[config.mk]
export PLATFORM = sky130hd
export DESIGN_NAME = uart8_flat
export DESIGN_NICKNAME = d
export VERILOG_FILES = /design/src/rtl/uart8_if.sv /design/src/rtl/uart8.sv /design/src/flat_wrapper.sv
export SDC_FILE = /design/constraint.sdc
export NUM_CORES = 1
export LEC_CHECK = 0
export BUFFER_PORTS_ARGS = -buffer_cell sky130_fd_sc_hd__buf_2
export CAP_MARGIN = 0
export CORE_MARGIN = 4
export CORE_UTILIZATION = 35
export DETAILED_ROUTE_END_ITERATION = 8
export GPL_TIMING_DRIVEN = 0
export PLACE_DENSITY = 0.63
export SETUP_SLACK_MARGIN = 0.2
export SYNTH_ARGS = -nofsm -noshare
export SYNTH_HDL_FRONTEND = slang
export SYNTH_SLANG_ARGS = --single-unit
[constraint.sdc]
create_clock -name clk -period 2.6 [get_ports clk]
set_clock_uncertainty 0.1 [all_clocks]
set_input_delay 0.52 -clock clk [delete_from_list [all_inputs] [get_ports clk]]
set_output_delay 0.52 -clock clk [all_outputs]
set_load 0.02 [all_outputs]
[src/rtl/uart8_if.sv]
// Bundles the UART8 receive and transmit signals between a host and the uart8 core.
interface uart8_if;
    logic       rxEn;
    logic       rxIn;
    logic       rxBusy;
    logic       rxDone;
    logic       rxErr;
    logic [7:0] rxOut;
    logic       txEn;
    logic       txStart;
    logic [7:0] txIn;
    logic       txBusy;
    logic       txDone;
    logic       txOut;

    modport slave (
        input  rxEn, rxIn, txEn, txStart, txIn,
        output rxBusy, rxDone, rxErr, rxOut, txBusy, txDone, txOut
    );

    modport master (
        output rxEn, rxIn, txEn, txStart, txIn,
        input  rxBusy, rxDone, rxErr, rxOut, txBusy, txDone, txOut
    );
endinterface

[src/rtl/uart8.sv]
// 8N1 UART with a 16x oversampled receiver and a fixed-period transmitter.
// The transmitter is only built when UART8_TX_EN is defined; otherwise txOut idles high.
module uart8 #(
    parameter int unsigned CLOCK_RATE = 12000000,
    parameter int unsigned BAUD_RATE  = 9600
) (
    input  logic   clk,
    input  logic   rst,
    uart8_if.slave uart_io
);
    localparam int unsigned TickDiv = CLOCK_RATE / (BAUD_RATE * 16);
    localparam int unsigned BitDiv  = CLOCK_RATE / BAUD_RATE;
    localparam int unsigned TickW   = $clog2(TickDiv + 1);
    localparam int unsigned BitW    = $clog2(BitDiv + 1);

    typedef enum logic [1:0] {StIdle, StStart, StData, StStop} state_e;

    logic [1:0]       rx_sync_q;
    logic             rx_s;
    logic [TickW-1:0] div_q, div_d;
    logic             tick;
    state_e           rx_state_q, rx_state_d;
    logic [3:0]       rx_tick_q, rx_tick_d;
    logic [2:0]       rx_bit_q, rx_bit_d;
    logic [7:0]       rx_shift_q, rx_shift_d;
    logic [7:0]       rx_out_q, rx_out_d;
    logic             rx_done_q, rx_done_d;
    logic             rx_err_q, rx_err_d;

    assign rx_s  = rx_sync_q[1];
    assign tick  = (div_q == TickW'(TickDiv - 1));
    assign div_d = tick ? '0 : div_q + 1'b1;

    always_ff @(posedge clk) begin
        if (rst) begin
            rx_sync_q  <= 2'b11;
            div_q      <= '0;
            rx_state_q <= StIdle;
            rx_tick_q  <= '0;
            rx_bit_q   <= '0;
            rx_shift_q <= '0;
            rx_out_q   <= '0;
            rx_done_q  <= 1'b0;
            rx_err_q   <= 1'b0;
        end else begin
            rx_sync_q  <= {rx_sync_q[0], uart_io.rxIn};
            div_q      <= div_d;
            rx_state_q <= rx_state_d;
            rx_tick_q  <= rx_tick_d;
            rx_bit_q   <= rx_bit_d;
            rx_shift_q <= rx_shift_d;
            rx_out_q   <= rx_out_d;
            rx_done_q  <= rx_done_d;
            rx_err_q   <= rx_err_d;
        end
    end

    // rx_tick_q counts oversample ticks within the current bit; samples land mid-bit.
    always_comb begin
        rx_state_d = rx_state_q;
        rx_tick_d  = rx_tick_q;
        rx_bit_d   = rx_bit_q;
        rx_shift_d = rx_shift_q;
        rx_out_d   = rx_out_q;
        rx_done_d  = 1'b0;
        rx_err_d   = 1'b0;
        if (!uart_io.rxEn) begin
            rx_state_d = StIdle;
        end else if (tick) begin
            unique case (rx_state_q)
                StIdle: begin
                    if (!rx_s) begin
                        rx_state_d = StStart;
                        rx_tick_d  = '0;
                    end
                end
                StStart: begin
                    if (rx_tick_q == 4'd7) begin
                        rx_tick_d  = '0;
                        rx_bit_d   = '0;
                        rx_state_d = rx_s ? StIdle : StData;
                    end else begin
                        rx_tick_d = rx_tick_q + 4'd1;
                    end
                end
                StData: begin
                    rx_tick_d = rx_tick_q + 4'd1;
                    if (rx_tick_q == 4'd15) begin
                        rx_shift_d = {rx_s, rx_shift_q[7:1]};
                        rx_bit_d   = rx_bit_q + 3'd1;
                        if (rx_bit_q == 3'd7) begin
                            rx_state_d = StStop;
                        end
                    end
                end
                StStop: begin
                    rx_tick_d = rx_tick_q + 4'd1;
                    if (rx_tick_q == 4'd15) begin
                        rx_state_d = StIdle;
                        if (rx_s) begin
                            rx_out_d  = rx_shift_q;
                            rx_done_d = 1'b1;
                        end else begin
                            rx_err_d = 1'b1;
                        end
                    end
                end
            endcase
        end
    end

    assign uart_io.rxBusy = (rx_state_q != StIdle);
    assign uart_io.rxDone = rx_done_q;
    assign uart_io.rxErr  = rx_err_q;
    assign uart_io.rxOut  = rx_out_q;

`ifdef UART8_TX_EN
    state_e          tx_state_q, tx_state_d;
    logic [BitW-1:0] tx_cnt_q, tx_cnt_d;
    logic [2:0]      tx_bit_q, tx_bit_d;
    logic [7:0]      tx_shift_q, tx_shift_d;
    logic            tx_out_q, tx_out_d;
    logic            tx_done_q, tx_done_d;
    logic            tx_bit_end;

    assign tx_bit_end = (tx_cnt_q == BitW'(BitDiv - 1));

    always_ff @(posedge clk) begin
        if (rst) begin
            tx_state_q <= StIdle;
            tx_cnt_q   <= '0;
            tx_bit_q   <= '0;
            tx_shift_q <= '0;
            tx_out_q   <= 1'b1;
            tx_done_q  <= 1'b0;
        end else begin
            tx_state_q <= tx_state_d;
            tx_cnt_q   <= tx_cnt_d;
            tx_bit_q   <= tx_bit_d;
            tx_shift_q <= tx_shift_d;
            tx_out_q   <= tx_out_d;
            tx_done_q  <= tx_done_d;
        end
    end

    always_comb begin
        tx_state_d = tx_state_q;
        tx_cnt_d   = tx_cnt_q;
        tx_bit_d   = tx_bit_q;
        tx_shift_d = tx_shift_q;
        tx_out_d   = tx_out_q;
        tx_done_d  = 1'b0;
        if (!uart_io.txEn) begin
            tx_state_d = StIdle;
            tx_cnt_d   = '0;
            tx_out_d   = 1'b1;
        end else begin
            tx_cnt_d = tx_bit_end ? '0 : tx_cnt_q + 1'b1;
            unique case (tx_state_q)
                StIdle: begin
                    tx_cnt_d = '0;
                    tx_out_d = 1'b1;
                    if (uart_io.txStart) begin
                        tx_state_d = StStart;
                        tx_shift_d = uart_io.txIn;
                        tx_out_d   = 1'b0;
                    end
                end
                StStart: begin
                    if (tx_bit_end) begin
                        tx_state_d = StData;
                        tx_bit_d   = '0;
                        tx_out_d   = tx_shift_q[0];
                    end
                end
                StData: begin
                    if (tx_bit_end) begin
                        tx_bit_d   = tx_bit_q + 3'd1;
                        tx_shift_d = {1'b0, tx_shift_q[7:1]};
                        tx_out_d   = tx_shift_q[1];
                        if (tx_bit_q == 3'd7) begin
                            tx_state_d = StStop;
                            tx_out_d   = 1'b1;
                        end
                    end
                end
                StStop: begin
                    if (tx_bit_end) begin
                        tx_state_d = StIdle;
                        tx_done_d  = 1'b1;
                    end
                end
            endcase
        end
    end

    assign uart_io.txBusy = (tx_state_q != StIdle);
    assign uart_io.txDone = tx_done_q;
    assign uart_io.txOut  = tx_out_q;
`else
    logic unused_tx;
    assign unused_tx      = ^{uart_io.txEn, uart_io.txStart, uart_io.txIn};
    assign uart_io.txBusy = 1'b0;
    assign uart_io.txDone = 1'b0;
    assign uart_io.txOut  = 1'b1;
`endif
endmodule

[src/flat_wrapper.sv]
// flat-port wrapper written by rule: the top's interface ports become plain ports
module uart8_flat 
#(
    parameter int unsigned CLOCK_RATE = 12000000,
    parameter int unsigned BAUD_RATE  = 9600
)
  (clk, rst, uart_io_rxEn, uart_io_rxIn, uart_io_txEn, uart_io_txStart, uart_io_txIn, uart_io_rxBusy, uart_io_rxDone, uart_io_rxErr, uart_io_rxOut, uart_io_txBusy, uart_io_txDone, uart_io_txOut);
  uart8_if uart_io_i ();
  input  logic clk;
  input  logic rst;
  input wire logic [$bits(uart_io_i.rxEn)-1:0] uart_io_rxEn;
  input wire logic [$bits(uart_io_i.rxIn)-1:0] uart_io_rxIn;
  input wire logic [$bits(uart_io_i.txEn)-1:0] uart_io_txEn;
  input wire logic [$bits(uart_io_i.txStart)-1:0] uart_io_txStart;
  input wire logic [$bits(uart_io_i.txIn)-1:0] uart_io_txIn;
  output wire logic [$bits(uart_io_i.rxBusy)-1:0] uart_io_rxBusy;
  output wire logic [$bits(uart_io_i.rxDone)-1:0] uart_io_rxDone;
  output wire logic [$bits(uart_io_i.rxErr)-1:0] uart_io_rxErr;
  output wire logic [$bits(uart_io_i.rxOut)-1:0] uart_io_rxOut;
  output wire logic [$bits(uart_io_i.txBusy)-1:0] uart_io_txBusy;
  output wire logic [$bits(uart_io_i.txDone)-1:0] uart_io_txDone;
  output wire logic [$bits(uart_io_i.txOut)-1:0] uart_io_txOut;
  assign uart_io_i.rxEn = uart_io_rxEn;
  assign uart_io_i.rxIn = uart_io_rxIn;
  assign uart_io_i.txEn = uart_io_txEn;
  assign uart_io_i.txStart = uart_io_txStart;
  assign uart_io_i.txIn = uart_io_txIn;
  assign uart_io_rxBusy = uart_io_i.rxBusy;
  assign uart_io_rxDone = uart_io_i.rxDone;
  assign uart_io_rxErr = uart_io_i.rxErr;
  assign uart_io_rxOut = uart_io_i.rxOut;
  assign uart_io_txBusy = uart_io_i.txBusy;
  assign uart_io_txDone = uart_io_i.txDone;
  assign uart_io_txOut = uart_io_i.txOut;
  uart8 #(.CLOCK_RATE(CLOCK_RATE), .BAUD_RATE(BAUD_RATE)) u_core (.clk(clk), .rst(rst), .uart_io(uart_io_i));
endmodule
==> results.yml, run 1 <==
logic_synthesis:
  synth_seq_cells: 36
  yosysTopAreaCellShare: 0.4177
  avgSynthCellArea_um2: 9.639
  synth.area.top_cells: "dfxtp_1 42%, mux2i_1 9.3%, ha_1 7.3%, nor2_1 5.7%, a21oi_1 2.6%"
  synth_cells: 179
  synth_flop_cell: "dfxtp_1"
  ys_seq_area_frac: 0.4177
  yosysTopAreaCell: "dfxtp_1"
  yosys.cell_count.top_type: "dfxtp_1"
  synthDistinctLibCells: 43
  synth_area_um2: 1725
  yosys-top-cells-count: "36 x dfxtp_1, 26 x nor2_1, 16 x mux2i_1"
  yosysWarningCount: 0
  synth_edf_count: 0
  async_flop_share: 0
global_route:
  grt_pass1_vias: 1212
  grt_pass1_wl_um: 5526
  grt.total_usage: 0.1134
  grt.overflow.total: 0
  grt_start_max_net_pins: 13
  antenna_found_initial: 0
final_layout:
  final_nets: 224
  num_antenna_cells: 0
  drive_above_1_share: 0.1940
  area_growth_syn_to_layout_pct: 15.30
critical_path:
  path_max_fanout: 10
  critical_path_class: "reg -> reg"
  cp-end-kind: "flip-flop"
  required_ns: 2.72
  critical_path_arrival_ns: 2.31
  r2r_slack_ns: 0.41
  start_kind: "flip-flop"
timing:
  setup_viol: 0
  drv_slew: 0
  tns_ns: 0
  setup_slack_ns: 0.4145
  rsz0062_at_grt: "false"
  post-route-min-period_ns: 2.186
  min_period_over_period: 0.8406
  hold_violations: 0
  max_freq_mhz: 457.6
power_and_ir_drop:
  peakVddDrop_mv: 0.4562
  internal-power_w: 0.0008536
  switching_share: 0.2057
  switchingPower_w: 0.0002211
  power_density_nw_per_um2: 540.2
  p_leak_nw: 0.9231
  combinationalPowerShare: 0.032
  p_clk_frac: 0.445
  p_seq_frac: 0.523
detailed_routing:
  drtAntennaViolNets: 0
  vias_per_cell: 4.716
  detailedRoute.firstPassIterationCount: 4
  routedWlPerCell_um: 11.26
  post-route-drc-count: 0
  drt_iter0_markers: 36
  wl_um: 3018
  vias: 1264
die:
  start_util: 0.3629
  die_w_um: 78.21
  row_count: 25
  core_area_um2: 4755
  dieArea_um2: 6117
  num_io_pins: 28
  die_y_um: 78.21
placed_design:
  place_hpwl_um: 2215
  portBuffers: 13
  dp_worst_setup_slack_ns: 0.4547
  gp_congestion: 0.8205
clock_tree:
  htreeDepth: 2
  cts_buffers: 5
  clkLatencyLatePin_ns: 0.29
  clock_path_buffers: 2
  holdBufCountCts: 0
  cts_tree: "built"
  ctsResizeCount: 0
  post_cts_buffers: 0
  cts_sinks: 36
  path_clk_slew_ns: 0.07
  cts_root_buf: "clkbuf_8"
run:
  maxCapViolCount: 0
run_status:
  status: "completed"
hold_path:
  hp-class: "reg -> reg"
cell type report:
| cell class | count | area [um2] |
|---|---|---|
| fill | 505 | 2765 |
| sequential | 36 | 720.7 |
| timing repair buffer | 13 | 65.06 |
| tap | 67 | 83.83 |
| clock buffer | 5 | 68.82 |
| multi-input combinational | 127 | 889.6 |
| clock inverter | 3 | 42.54 |
| inverter | 7 | 26.28 |
| buffer | 10 | 92.59 |
worst paths after layout:
path,from,endpoint,cells after the start
worst max-delay path,u_core.rx_state_q[0],flip-flop,7
worst min-delay path,u_core.rx_sync_q[0],u_core.rx_sync_q[1],1
worst max register to register,u_core.rx_state_q[0],flip-flop,7
worst min register to register,u_core.rx_sync_q[0],u_core.rx_sync_q[1],1
cells by family (layout without fill, tap and decap cells):
| group | count (synthesis) | count (layout) | synth area share |
|---|---|---|---|
| AO/OA/AOI/OAI | 22 | 22 | 0.07470 |
| AND/OR/NAND/NOR | 70 | 70 | 0.2371 |
| other | 2 | 3 | 0.004353 |
| multiplexers | 17 | 17 | 0.09934 |
| buffers and inverters | 17 | 38 | 0.06889 |
| adder cells (fa/ha/maj) | 10 | 10 | 0.07252 |
| flip-flops | 36 | 36 | 0.4177 |
| XOR/XNOR | 5 | 5 | 0.02538 |
per-layer routing:
| layer | GRT usage | share of wire | vias to the layer above | wire length (um) |
|---|---|---|---|---|
| met5 | 0 | 0 | - | 0 |
| met4 | 0.06469 | 0.017 | 0 | 51 |
| met3 | 0.03096 | 0.032 | 4 | 96 |
| met2 | 0.1695 | 0.44 | 17 | 1335 |
| met1 | 0.1463 | 0.51 | 583 | 1534 |
| li1 | - | - | 660 | - |
state kept, by name, indices dropped and copies added (netlist names), named ones only:
register,cells
u_core.rx_tick_q,4
u_core.rx_sync_q,2
u_core.rx_state_q,1
u_core.div_q,7
u_core.uart_io.rxOut,8
u_core.rx_bit_q,3
u_core.uart_io.rxErr,1
u_core.uart_io.rxDone,1
u_core.rx_shift_q,8
cell usage in the layout (no fill, tap or decap), types with 2 or more instances in the layout:
cell	n
a211oi_1	2
a21oi_1	9
and4_1	3
buf_2	14
buf_4	3
buf_6	3
clkbuf_8	7
conb_1	3
dfxtp_1	36
ha_1	10
inv_1	7
mux2i_1	16
nand2_1	8
nand3_1	3
nand4_1	6
nor2_1	26
nor3_1	3
nor3b_1	2
o21ai_0	6
or2_2	2
or3b_1	2
or4_1	3
xor2_1	4
power by group through the flow:
| stage | combinational [W] | clock (W) | sequential, W |
|---|---|---|---|
| CTS | 0.0000349 | 0.000497 | 0.000562 |
| global route | 0.0000390 | 0.000526 | 0.000563 |
| floorplan | 0.0000262 | 0 | 0.000573 |
| finish | 0.0000342 | 0.000479 | 0.000562 |
| global placement | 0.0000347 | 0 | 0.000574 |
| detailed placement | 0.0000351 | 0 | 0.000575 |
through the flow:
step / cell area (um2) / hold WS, ns / power, W / utilization / instances
floorplan: 1729 / 0.2895 / 0.0005994 / - / 180
global placement: 1878 / 0.2953 / 0.0006091 / 0.3950 / 260
detailed placement: 1878 / 0.2979 / 0.0006096 / 0.3950 / 260
CTS: 1989 / 0.3062 / 0.001094 / 0.4184 / 268
global route: 1989 / 0.3101 / 0.001127 / 0.4184 / 268
finish: 1989 / 0.3120 / 0.001075 / 0.4184 / 268
critical path, stage by stage, from the launching register on:
cell      delay (ns)
dfxtp_1         0.42
inv_1           0.12
ha_1            0.22
buf_6           0.14
nor3_2          0.31
a211oi_1        0.14
or4_1           0.52
a21oi_1         0.15
No activity file was read; power rests on OpenSTA's default activity.
==> run 2: changes to the inputs <==
==> constraint.sdc (replaced) <==
create_clock -name clk -period 2.3 [get_ports clk]
set_clock_uncertainty 0.1 [all_clocks]
set_input_delay 0.46 -clock clk [delete_from_list [all_inputs] [get_ports clk]]
set_output_delay 0.46 -clock clk [all_outputs]
set_load 0.02 [all_outputs]
==> run 2 against run 1 <==
Effect of this change:
- sequential power increased by 13%
- worst hold slack got worse by 0.058 ns
- final cell count increased by 1.1%
- die area unchanged
- wire length increased by 0.53%
- highest routed layer unchanged
==> results.yml, run 2 (synthesis results as in run 1) <==
run_status:
  status: "completed"
die:
  start_util: 0.3629
  row_count: 25
  core_area_um2: 4755
  die_w_um: 78.21
  num_io_pins: 28
  dieArea_um2: 6117
  die_y_um: 78.21
clock_tree:
  htreeDepth: 2
  holdBufCountCts: 0
  cts_root_buf: "clkbuf_8"
  cts_buffers: 5
  cts_sinks: 36
  clkLatencyLatePin_ns: 0.29
  path_clk_slew_ns: 0.07
  clock_path_buffers: 2
  cts_tree: "built"
critical_path:
  reg2reg_from: "u_core.rx_state_q[0]"
  r2r_cells: 7
  critical_path_class: "reg -> reg"
  crit_end: "u_core.rx_bit_q[0]"
  start_kind: "flip-flop"
  critical_path_arrival_ns: 2.14
  max_stage_delay_ns: 0.47
  r2r_slack_ns: 0.28
  path_max_fanout: 10
  crit_chain: "inv_2 -> ha_1 -> buf_6 -> mux2_2 -> o22a_1 -> or4_1 -> a21oi_1"
  critPathLaunch: "u_core.rx_state_q[0]"
  required_ns: 2.42
  cp-end-kind: "flip-flop"
  r2r-end: "u_core.rx_bit_q[0]"
  slowest_stage: "or4_1"
timing:
  min_period_over_period: 0.8784
  drv_slew: 0
  rsz0062_at_grt: "false"
  post-route-min-period_ns: 2.020
  hold_ws_ns: 0.2539
  setup_viol: 0
  tns_ns: 0
  max_freq_mhz: 495.0
  hold_violations: 0
final_layout:
  num_antenna_cells: 0
  drive_above_1_share: 0.2304
  final_common_cell: "dfxtp_1"
  final_cell_mix: "35 x dfxtp_1, 26 x nor2_1, 16 x mux2i_1"
  area_growth_syn_to_layout_pct: 17.91
  fillerInstances: 501
  final_nets: 227
power_and_ir_drop:
  p_leak_nw: 0.9438
  power_density_nw_per_um2: 596.3
  peakVddDrop_mv: 0.5159
run:
  maxCapViolCount: 0
detailed_routing:
  wl_um: 3034
  drt_iter0_markers: 58
  detailedRoute.firstPassIterationCount: 4
  vias_per_cell: 4.697
  drtAntennaViolNets: 0
  routedWlPerCell_um: 11.20
  vias: 1273
  post-route-drc-count: 0
hold_path:
  hold_depth: 2
  hp-class: "in -> reg"
placed_design:
  place_hpwl_um: 2215
  gp_congestion: 0.8205
  portBuffers: 13
global_route:
  grt_start_max_net_pins: 13
  grt_pass1_wl_um: 5533
  grt.overflow.total: 0
  grt.total_usage: 0.1136
  grt_pass1_vias: 1208
  antenna_found_initial: 0
[run 2: changes by cell type in the layout (fill, tap and decap cells not counted), sizes merged]
| cell | change |
|---|---|
| buf | +3 |
[run 2: how the worst min path moves through the flow]
stage | to | from
after global routing | u_core.rx_sync_q[0] | uart_io_rxIn
after CTS | u_core.rx_sync_q[0] | uart_io_rxIn
after global placement | u_core.rx_sync_q[1] | u_core.rx_sync_q[0]
final | u_core.rx_sync_q[0] | uart_io_rxIn
after detailed placement | u_core.rx_sync_q[1] | u_core.rx_sync_q[0]
after floorplan | u_core.rx_sync_q[1] | u_core.rx_sync_q[0]
[run 2: what timing repair did]
item | in CTS | in global routing
setup buffers | 0 | 3
endpoints found under the setup margin | 2 | 4
gates resized for setup | 2 | 5
pin swaps | 0 | 3
[run 2: layout make-up]
type                            instances  area [um2]  area share
Multi-Input combinational cell        127       908.4      0.4465
Sequential cell                        36       724.4      0.3561
Buffer                                 10       92.59     0.04551
Timing Repair Buffer                   16       87.58     0.04305
Tap cell                               67       83.83     0.04121
Clock buffer                            5       68.82     0.03383
Clock inverter                          3       42.54     0.02091
Inverter                                7       26.28     0.01292
[run 2: per-layer routing]
| layer | track usage | wire length [um] |
|---|---|---|
| met1 | 0.1471 | 1518 |
| met2 | 0.1695 | 1337 |
| met3 | 0.03096 | 99 |
| met4 | 0.06469 | 79 |
| met5 | 0 | 0 |
[run 2: worst max-delay path: cells and delay by family, from the launching register on]
kind	cells	cell delay, ns
buffers and inverters	2	0.20
adder cells (fa/ha/maj)	1	0.20
multiplexers	1	0.27
flip-flops	1	0.37
AO/OA/AOI/OAI	2	0.34
AND/OR/NAND/NOR	1	0.47
[run 2: per-stage QoR]
stage                     worst slack, ns  power (W)  area, um2  utilization  std cells
after global placement             0.1748  0.0006885       1878       0.3950        260
after CTS                          0.2212   0.001236       1997       0.4200        268
after floorplan                    0.3193  0.0006776       1729            -        180
after global routing               0.2035   0.001273       2034       0.4279        271
after detailed placement           0.1547  0.0006891       1878       0.3950        260
final                              0.2798   0.001213       2034       0.4279        271
[run 2: power by group]
group,switching (W),internal [W],leakage [nW],total (W)
Combinational,0.0000233,0.0000154,0.598,0.0000386
Sequential,0.00000604,0.000628,0.292,0.000634
Clock,0.000220,0.000320,0.0541,0.000540
